$ cat config.mk
export PLATFORM = sky130hd
export DESIGN_NAME = addr_gen_counter
export DESIGN_NICKNAME = d
export VERILOG_FILES = /design/src/rtl/addr_gen_counter.sv
export SDC_FILE = /design/constraint.sdc
export NUM_CORES = 1
export LEC_CHECK = 0
export CORE_MARGIN = 1
export CORE_UTILIZATION = 55
export CTS_BUF_LIST = sky130_fd_sc_hd__clkbuf_4
export CTS_CLUSTER_DIAMETER = 150
export DETAILED_ROUTE_END_ITERATION = 12
export HOLD_SLACK_MARGIN = 0.08
export PLACE_DENSITY = 0.9
export SYNTH_ARGS = -nofsm -noshare
export SYNTH_HDL_FRONTEND = slang
export SYNTH_SLANG_ARGS = --single-unit
export TNS_END_PERCENT = 20
$ cat constraint.sdc
create_clock -name clk -period 3.7 [get_ports clk]
set_input_delay 0.74 -clock clk [delete_from_list [all_inputs] [get_ports clk]]
set_output_delay 0.74 -clock clk [all_outputs]
set_load 0.005 [all_outputs]
$ cat src/rtl/addr_gen_counter.sv
// Programmable base/limit/stride address generator.
// Valid/ready output, one-shot or wrap passes, done/last/abort.
module addr_gen_counter #(
  parameter int CNT_WIDTH    = 7,
  parameter int STRIDE_WIDTH = 4
) (
  input  logic                    clk,
  input  logic                    rst,
  input  logic                    start_i,
  input  logic                    stop_i,
  input  logic                    mode_i,
  input  logic [CNT_WIDTH-1:0]    base_i,
  input  logic [CNT_WIDTH-1:0]    limit_i,
  input  logic [STRIDE_WIDTH-1:0] stride_i,
  input  logic                    ready_i,
  output logic [CNT_WIDTH-1:0]    cnt_o,
  output logic                    valid_o,
  output logic                    last_o,
  output logic                    done_o,
  output logic                    busy_o
);

  // one extra bit so address + stride never wraps
  localparam int SW = CNT_WIDTH + 1;

  typedef enum logic {
    IDLE = 1'b0,
    RUN  = 1'b1
  } state_t;

  state_t state, state_n;

  logic                    mode, mode_n;
  logic [CNT_WIDTH-1:0]    base, base_n;
  logic [CNT_WIDTH-1:0]    limit, limit_n;
  logic [STRIDE_WIDTH-1:0] stride, stride_n;

  logic [CNT_WIDTH-1:0]    cnt, cnt_n;
  logic                    valid, valid_n;
  logic                    last, last_n;
  logic                    done, done_n;
  logic                    busy, busy_n;

  logic                    beat;
  logic [STRIDE_WIDTH-1:0] stride_in;
  logic [SW-1:0]           start_sum;
  logic                    start_last;
  logic [SW-1:0]           step_sum;
  logic [CNT_WIDTH-1:0]    step;
  logic [SW-1:0]           next_sum;
  logic                    next_last;
  logic [SW-1:0]           rewind_sum;
  logic                    rewind_last;

  assign beat = valid & ready_i;

  // a zero stride would never advance, so it runs as one
  assign stride_in = (stride_i == '0) ?
                     STRIDE_WIDTH'(1) : stride_i;

  // last flag for the first address of a fresh pass
  assign start_sum  = SW'(base_i) + SW'(stride_in);
  assign start_last = start_sum > SW'(limit_i);

  // next address; only used when not last, so it fits
  assign step_sum  = SW'(cnt) + SW'(stride);
  assign step      = step_sum[CNT_WIDTH-1:0];
  assign next_sum  = SW'(step) + SW'(stride);
  assign next_last = next_sum > SW'(limit);

  // last flag when a wrap pass restarts at base
  assign rewind_sum  = SW'(base) + SW'(stride);
  assign rewind_last = rewind_sum > SW'(limit);

  // state, config and registered outputs
  always_ff @(posedge clk or posedge rst) begin
    if (rst) begin
      state  <= IDLE;
      mode   <= 1'b0;
      base   <= '0;
      limit  <= '0;
      stride <= '0;
      cnt    <= '0;
      valid  <= 1'b0;
      last   <= 1'b0;
      done   <= 1'b0;
      busy   <= 1'b0;
    end else begin
      state  <= state_n;
      mode   <= mode_n;
      base   <= base_n;
      limit  <= limit_n;
      stride <= stride_n;
      cnt    <= cnt_n;
      valid  <= valid_n;
      last   <= last_n;
      done   <= done_n;
      busy   <= busy_n;
    end
  end

  // next-state and next-output decode
  always_comb begin
    state_n  = state;
    mode_n   = mode;
    base_n   = base;
    limit_n  = limit;
    stride_n = stride;
    cnt_n    = cnt;
    valid_n  = valid;
    last_n   = last;
    done_n   = 1'b0;
    busy_n   = busy;

    unique case (state)
      IDLE: begin
        valid_n = 1'b0;
        last_n  = 1'b0;
        busy_n  = 1'b0;
        if (start_i && !stop_i) begin
          state_n  = RUN;
          mode_n   = mode_i;
          base_n   = base_i;
          limit_n  = limit_i;
          stride_n = stride_in;
          cnt_n    = base_i;
          valid_n  = 1'b1;
          last_n   = start_last;
          busy_n   = 1'b1;
        end
      end

      RUN: begin
        unique case (1'b1)
          stop_i: begin
            state_n = IDLE;
            valid_n = 1'b0;
            last_n  = 1'b0;
            busy_n  = 1'b0;
          end
          (!stop_i && beat && !last): begin
            cnt_n  = step;
            last_n = next_last;
          end
          (!stop_i && beat && last && !mode): begin
            state_n = IDLE;
            valid_n = 1'b0;
            last_n  = 1'b0;
            busy_n  = 1'b0;
            done_n  = 1'b1;
          end
          (!stop_i && beat && last && mode): begin
            cnt_n  = base;
            last_n = rewind_last;
            done_n = 1'b1;
          end
          default: begin
          end
        endcase
      end

      default: begin
        state_n = IDLE;
      end
    endcase
  end

  assign cnt_o   = cnt;
  assign valid_o = valid;
  assign last_o  = last;
  assign done_o  = done;
  assign busy_o  = busy;

endmodule

==> metrics.md, run 1 <==
| Metric | Value |
|---|---|
| Placer congestion estimate | `0.917` |
| Synth Area in Compound Gates | `0.176` |
| Post-CTS setup buffers | `0` |
| Finished Layout Cells | `401` |
| VDD IR max | `0.331 mV` |
| Total Power | `0.00161 W` |
| CP peak stage delay | `0.49 ns` |
| Synth area leaders | `dfrtp_1 28%, ha_1 18%, nand2_1 6.8%` |
| Initial Util | `0.591` |
| Area leader, netlist | `dfrtp_1` |
| Vias in the first global route | `2434` |
| Final setup viols | `0` |
| Nets | `414` |
| Multiplexer share of the synthesized area | `0.0230` |
| Share of layout cells above drive strength 1 | `0.0745` |
| Num CTS Buffers | `5` |
| # port buffers | `34` |
| Die H | `71.6 um` |
| Vias per cell | `5.92` |
| Final Slew Violations | `0` |
| Net Sw Power | `0.000688 W` |
| Root buf cell | `clkbuf_4` |
| Final Core Density | `0.697` |
| Critical Path End Type | `flop` |
| Inserted Diodes | `0` |
| WP data arrival | `3.72 ns` |
| Count leader, synth | `nand2_1` |
| Flop2flop setup slack | `0.25 ns` |
| Final period utilization | `0.944` |
| Worst-skew pair later-pin latency | `0.34 ns` |
| Slowest-stage cell, CP | `clkdlybuf4s50_1` |
| Synth Area in Adders | `0.209` |
| Comb pwr share | `0.597` |
| Critical path required time | `3.92 ns` |
| DR iter-0 viols | `125` |
| Switching Share | `0.426` |
| GRT Util Overall | `0.276` |
| CTS clk-pin slew, worst paths | `0.11 ns` |
| Area delta synth->final | `18.0%` |
| Post-Synth Simple-Gate Area | `0.182` |
| Seq cells post-synth | `30` |
| Clock Tree Buf Depth | `2` |
| XOR/XNOR Fraction of Synth Area | `0.0625` |
| Largest net degree at the start of global routing | `31` |
| Drt wl/cell | `16.0 um` |
| Core area | `4500 um2` |
| P_int | `0.000926 W` |
| Post-route ant nets | `0` |
| Vias | `2374` |
| Ys Warns | `0` |
| Clk pwr share | `0.124` |
| CP cell instances | `clkdlybuf4s50_1 > nor3_1 > or2_2 > ha_1 > fa_1 > a21o_1 > a21oi_1 > nor2_1 > xor2_1 > ha_1 > nand3_1 > o22ai_1 > nor2_1 > a221oi_1 > a31oi_1` |
| Ys async rst share | `1.00` |
| Min-delay worst type | `reg -> reg` |
| Post-detail-place hpwl | `5090 um` |
| Setup CP Type | `in -> reg` |
| First-pass GRT wire length | `10900 um` |
| Fin worst setup slack | `0.206 ns` |
| EDFF count, synth | `0` |
| Sequential power share | `0.279` |
| Setup WS pre-CTS | `-0.157 ns` |
| Post-route cell area | `3140 um2` |
| Peak Freq | `286 MHz` |
| Period minus WS final | `3.49 ns` |
| Total grt overflow | `0` |
| Synthesized area | `2660 um2` |
| Mean area per synthesized cell | `8.67 um2` |
| DRC viols | `0` |
| Unrepaired setup endpoints after global routing | `no` |
| H-tree Lvls | `2` |
| DIE WIDTH | `71.6 um` |
| Placed cells | `393` |
| Routed Wire Length | `6410 um` |
| CTS resizes | `0` |
| Pin slew with the least headroom to its limit | `0.637 ns` |
| Synth cell types | `50` |
| Critical-path maximum fanout | `2` |
| Drt first pass iters | `4` |
| Status | `finished, final reports clean` |
| Placed inst area | `3090 um2` |
| Leak pwr | `1.55 nW` |
| Die area | `5120 um2` |
| Startpoint type of the worst setup path | `primary input` |
| Io pins | `35` |
| Rel. slew slack | `0.574` |
| Seq/Total Area, Yosys | `0.282` |
| Final setup skew | `0.0177 ns` |
| Max cap viols | `0` |
| CTS tree | `done` |
| Sink Count | `30` |
| Post-synth top flop | `dfrtp_1` |
| Syn Nets | `373` |
| PD cells | `514 nW/um2` |
| Post-CTS Hold Buffers | `0` |
| Final Hold Vio Count | `0` |
| Most frequent cells after synthesis | `48 x nand2_1, 38 x ha_1, 30 x dfrtp_1, 30 x inv_1, 17 x nor2_1` |
| Synth Instances | `307` |
| Top cell type's share of synthesized area | `0.282` |
| FP Rows | `24` |
| Initial antenna violation count | `0` |
| Main combinational cell family by area after synthesis | `adder cells` |
-- per-stage QoR --
stage                     hold WS (ns)  TNS [ns]
final                            0.520         0
after global placement           0.501   -0.0574
after floorplan                  0.474         0
after global routing             0.563         0
after CTS                        0.529         0
after detailed placement         0.508    -0.157
-- worst max-delay path: cells and delay by family --
kind	cells	cell delay, ns
adders and majority gates	3	0.90
AOI/OAI and AO/OA	5	0.89
and+or+nand+nor	5	0.56
buffers and inverters	1	0.49
xor gates and xnor gates	1	0.15
-- cells by family (layout without fill, tap and decap cells) --
family | Yosys count | count (layout)
and+or+nand+nor | 102 | 102
AOI/OAI and AO/OA | 68 | 68
adders and majority gates | 42 | 42
buffers and inverters | 40 | 82
DFF | 30 | 30
xor gates and xnor gates | 19 | 19
muxes | 6 | 6
-- power by group through the flow --
stage | Combinational (W) | Sequential, W | Clock [W]
final | 0.000963 | 0.000450 | 0.000200
after CTS | 0.000956 | 0.000450 | 0.000204
after floorplan | 0.000690 | 0.000439 | 0
after global placement | 0.000899 | 0.000455 | 0
after detailed placement | 0.000946 | 0.000456 | 0
after global routing | 0.00110 | 0.000459 | 0.000224
-- flip-flops by register name, indices dropped and copies added (netlist names) --
name / count
base: 7
busy_o: 1
stride: 4
cnt_o: 7
limit: 7
mode: 1
done_o: 1
last_o: 1
state: 1
-- routing by layer --
layer | track usage | part of all wire
met1 | 0.361 | 0.43
met2 | 0.451 | 0.48
met3 | 0.0534 | 0.069
met4 | 0.115 | 0.024
met5 | 0 | 0
-- worst paths after layout --
| check | from | end | cells past startpoint |
|---|---|---|---|
| worst max-delay path | stride_i[3] | last_o | 15 |
| worst min-delay path | cnt_o[2] | cnt_o[2] | 1 |
| worst max register to register | stride[1] | last_o | 14 |
| worst min register to register | cnt_o[2] | cnt_o[2] | 1 |
| max in group asynchronous | rst | cnt_o[0] | 3 |
| min in group asynchronous | rst | limit[3] | 3 |
-- cells in the final DEF (no fill, tap or decap), types with 6 or more instances in the layout --
master,Yosys,layout
o21ai_0,15,15
inv_1,30,30
nand3_1,6,6
a21o_1,7,7
buf_4,2,10
a21oi_1,14,14
nand2b_1,6,6
nand2_1,48,48
xor2_1,10,10
nor2_1,17,17
clkbuf_4,0,6
dfrtp_1,30,30
ha_1,38,38
xnor2_1,9,9
clkdlybuf4s50_1,0,34
-- area by class of cell --
| class | count | area [um2] |
|---|---|---|
| inverters | 30 | 113 |
| well taps | 52 | 65.1 |
| clock buffers | 6 | 45.0 |
| fillers | 352 | 1370 |
| multi-input cells | 237 | 1740 |
| flip-flops and latches | 30 | 751 |
| clock inverters | 2 | 8.76 |
| repair buffers | 44 | 415 |
(Power assumes the default switching activity.)
==> run 2, diff against run 1 <==
--- a/config.mk
+++ b/config.mk
@@ -5,13 +5,14 @@
 export SDC_FILE = /design/constraint.sdc
 export NUM_CORES = 1
 export LEC_CHECK = 0
-export CORE_MARGIN = 1
+export ABC_AREA = 1
+export CORE_MARGIN = 8
 export CORE_UTILIZATION = 55
 export CTS_BUF_LIST = sky130_fd_sc_hd__clkbuf_4
 export CTS_CLUSTER_DIAMETER = 150
 export DETAILED_ROUTE_END_ITERATION = 12
 export HOLD_SLACK_MARGIN = 0.08
-export PLACE_DENSITY = 0.9
+export PLACE_DENSITY = 0.89
 export SYNTH_ARGS = -nofsm -noshare
 export SYNTH_HDL_FRONTEND = slang
 export SYNTH_SLANG_ARGS = --single-unit
==> run 2 against run 1 <==
Against the previous run: critical path type is now reg -> reg; synthesized area is 2.9% higher; flip-flop and latch count stayed put; first-iteration DRC count is 54% higher; critical path depth grew 10; fmax is 2.0% higher; global-route usage is 8.3 points lower.
==> metrics.md, run 2 <==
| Metric | Value |
|---|---|
| Status | `finished, final reports clean` |
| Hold Slack | `0.498 ns (-0.0217 ns)` |
| FP Rows | `25 (+4.2%)` |
| DRC viols | `0 (unchanged)` |
| Multi-input combinational cell area | `1780 um2 (+2.3%)` |
| Final Slew Violations | `0 (unchanged)` |
| Most frequent cells in the layout | `96 x nand2_1, 58 x inv_1, 34 x clkdlybuf4s50_1` |
| Seq/Total Area, Yosys | `0.274 (-0.00799)` |
| Unrepaired setup endpoints after global routing | `no` |
| Rel. slew slack | `0.731 (+0.157)` |
| Vias per cell | `5.48 (-7.4%)` |
| VDD IR max | `0.264 mV (-20%)` |
| Critical path required time | `3.98 ns (+0.06 ns)` |
| Mean area per synthesized cell | `7.38 um2 (-15%)` |
| Io pins | `35 (unchanged)` |
| Clk pwr share | `0.119 (-0.005)` |
| Setup_tns | `0 ns (unchanged)` |
| DR iter-0 viols | `193 (+54%)` |
| Core area | `4750 um2 (+5.6%)` |
| Largest net degree at the start of global routing | `31 (unchanged)` |
| Peak Freq | `292 MHz (+2.0%)` |
| Root buf cell | `clkbuf_4` |
| Count leader, synth | `nand2_1` |
| Setup CP Type | `reg -> reg` |
| Post-synth top flop | `dfrtp_1` |
| Seq cells post-synth | `30 (unchanged)` |
| # port buffers | `34 (unchanged)` |
| Total grt overflow | `0 (unchanged)` |
| Post-route ant nets | `0 (unchanged)` |
| P_int | `0.00120 W (+29%)` |
| WP data arrival | `3.71 ns (about the same)` |
| Synth Instances | `371 (+21%)` |
| Nets | `477 (+15%)` |
| Startpoint type of the worst setup path | `flop` |
| Ys async rst share | `1.00 (unchanged)` |
| PD cells | `656 nW/um2 (+28%)` |
| R2r worst-path depth | `25 (+11)` |
| First-pass GRT wire length | `11600 um (+7.0%)` |
| Worst flop-to-flop path startpoint | `stride[0]` |
| R2r endpoint | `last_o` |
| Placer congestion estimate | `0.984 (+7.2%)` |
| Min-delay worst type | `reg -> reg` |
| Clock Tree Buf Depth | `2 (unchanged)` |
| Syn Nets | `437 (+17%)` |
| CTS clk-pin slew, worst paths | `0.11 ns (about the same)` |
| Fillers | `404 (+15%)` |
| Post-detail-place hpwl | `5590 um (+9.9%)` |
| Inserted Diodes | `0 (unchanged)` |
| Area delta synth->final | `21.5%` |
| H-tree Lvls | `2 (unchanged)` |
| Flop2flop setup slack | `0.27 ns (+0.02 ns)` |
| Final setup viols | `0 (unchanged)` |
| Critical Path Source | `stride[0]` |
| Most common cell after layout, fill and taps aside | `nand2_1` |
| EDFF count, synth | `0 (unchanged)` |
| Initial Util | `0.576 (-0.0148)` |
| Drt first pass iters | `6 (+2)` |
| Critical-path maximum fanout | `3 (+1)` |
| Comb pwr share | `0.664 (+0.067)` |
| Register area | `751 um2 (unchanged)` |
| Die area | `7490 um2 (+46%)` |
| Final Hold Vio Count | `0 (unchanged)` |
| Share of layout cells above drive strength 1 | `0.105 (+0.0301)` |
| Vias | `2620 (+10%)` |
| Setup crit end | `last_o` |
| Synth cell types | `38 (-24%)` |
| Period minus WS final | `3.43 ns (-0.0673 ns)` |
| Top cell type's share of synthesized area | `0.274 (-0.00799)` |
| Vias in the first global route | `2537 (+4.2%)` |
| GRT Util Overall | `0.194 (-0.0827)` |
| Final setup skew | `0.0150 ns (-0.00271 ns)` |
| Switching Share | `0.451 (+0.0247)` |
| Drt wl/cell | `14.7 um (-7.8%)` |
| Net Sw Power | `0.000985 W (+43%)` |
| Sink Count | `30 (unchanged)` |
| Area leader, netlist | `dfrtp_1` |
| Synth area leaders | `dfrtp_1 27%, ha_1 17%, nand2_1 13%` |
| Min-Delay Path Depth | `2 (+1)` |
| Ys Warns | `0 (unchanged)` |
| Num CTS Buffers | `5 (unchanged)` |
| Final period utilization | `0.926 (-0.0182)` |
| Synthesized area | `2740 um2 (+2.9%)` |
| Leak pwr | `1.73 nW (+11%)` |
| Die H | `86.6 um (+21%)` |
| Routed Wire Length | `7040 um (+10%)` |
| Max cap viols | `0 (unchanged)` |
| CTS tree | `done` |
| Pin slew with the least headroom to its limit | `0.403 ns (-0.234 ns)` |
| Critical Path End Type | `flop` |
| Worst-skew pair later-pin latency | `0.34 ns (about the same)` |
| Sequential power share | `0.217 (-0.062)` |
| Initial antenna violation count | `0 (unchanged)` |
| DIE WIDTH | `86.6 um (+21%)` |
| Most frequent cells after synthesis | `96 x nand2_1, 58 x inv_1, 38 x ha_1` |
## run 2: changes by cell type after synthesis, moves of 6 or more
cell      change
nand3_1      +10
a21oi_1      +11
nand2_1      +48
o21ai_1       +6
a21o_1        -7
nand2b_1      -6
inv_1        +28
## run 2: metal layers
layer | global-route usage | share of wire
met5 | 0 | 0
met4 | 0.0563 | 0.022
met3 | 0.0406 | 0.075
met2 | 0.325 | 0.49
met1 | 0.242 | 0.41
## run 2: cell type report
cell class | count | area share
multi-input cells | 268 | 0.535
flip-flops and latches | 30 | 0.226
repair buffers | 42 | 0.120
inverters | 64 | 0.0722
well taps | 67 | 0.0252
clock buffers | 5 | 0.0113
clock inverters | 2 | 0.0102
## run 2: metrics by stage
stage / utilization / cells / power [W] / setup WS [ns] / cell area [um2]
after CTS: 0.676 / 474 / 0.00201 / 0.140 / 3220
after global placement: 0.661 / 467 / 0.00168 / 0.210 / 3140
after global routing: 0.700 / 478 / 0.00240 / 0.00365 / 3330
after detailed placement: 0.661 / 467 / 0.00175 / 0.162 / 3140
after floorplan: - / 371 / 0.00140 / 0.482 / 2740
final: 0.700 / 478 / 0.00218 / 0.273 / 3330
## run 2: logic make-up after synthesis
kind of cell    after synthesis  share of synthesized area
compound gates               61                      0.125
fa+ha+maj                    42                      0.203
simple gates                148                      0.238
buf+inv                      73                      0.106
flops                        30                      0.274
xor+xnor                     17                     0.0544
## run 2: how the worst min path moves through the flow
| stage | from | to |
|---|---|---|
| 2_1_floorplan | base[5] | base[5] |
| 3_3_place_gp | limit[6] | limit[6] |
| 3_5_place_dp | base[5] | base[5] |
| 4_1_cts | base[5] | base[5] |
| 5_1_grt | limit[3] | limit[3] |
| 6_report | base[5] | base[5] |
## run 2: what timing repair did
item,4_1_cts,5_1_grt
endpoints found under the hold margin,0,0
hold buffers,0,0
setup endpoints to repair,0,1
buffers inserted,0,4
resized for setup,0,13
## run 2: critical path, cell delays in order, from the launching register on
cell	delay (ns)
dfrtp_1	0.39
ha_2	0.20
inv_1	0.06
fa_2	0.41
xnor2_4	0.25
buf_4	0.14
ha_1	0.22
nand3_1	0.09
nand2_1	0.08
a21oi_2	0.19
nor2_4	0.05
xnor2_1	0.13
inv_1	0.09
ha_4	0.28
nand2_1	0.06
nor2_2	0.11
o21ai_1	0.07
nand3_1	0.06
nand2_1	0.05
nand2_1	0.06
nand2_2	0.04
nand2_1	0.07
nand2_1	0.05
nand2_1	0.06
nand2_1	0.07
a21oi_2	0.10
## run 2: power by group through the flow
| stage | clock, W | sequential [W] | combinational [W] |
|---|---|---|---|
| 2_1_floorplan | 0 | 0.000456 | 0.000944 |
| 3_3_place_gp | 0 | 0.000469 | 0.00121 |
| 3_5_place_dp | 0 | 0.000475 | 0.00127 |
| 4_1_cts | 0.000258 | 0.000468 | 0.00128 |
| 5_1_grt | 0.000273 | 0.000480 | 0.00165 |
| 6_report | 0.000259 | 0.000474 | 0.00145 |
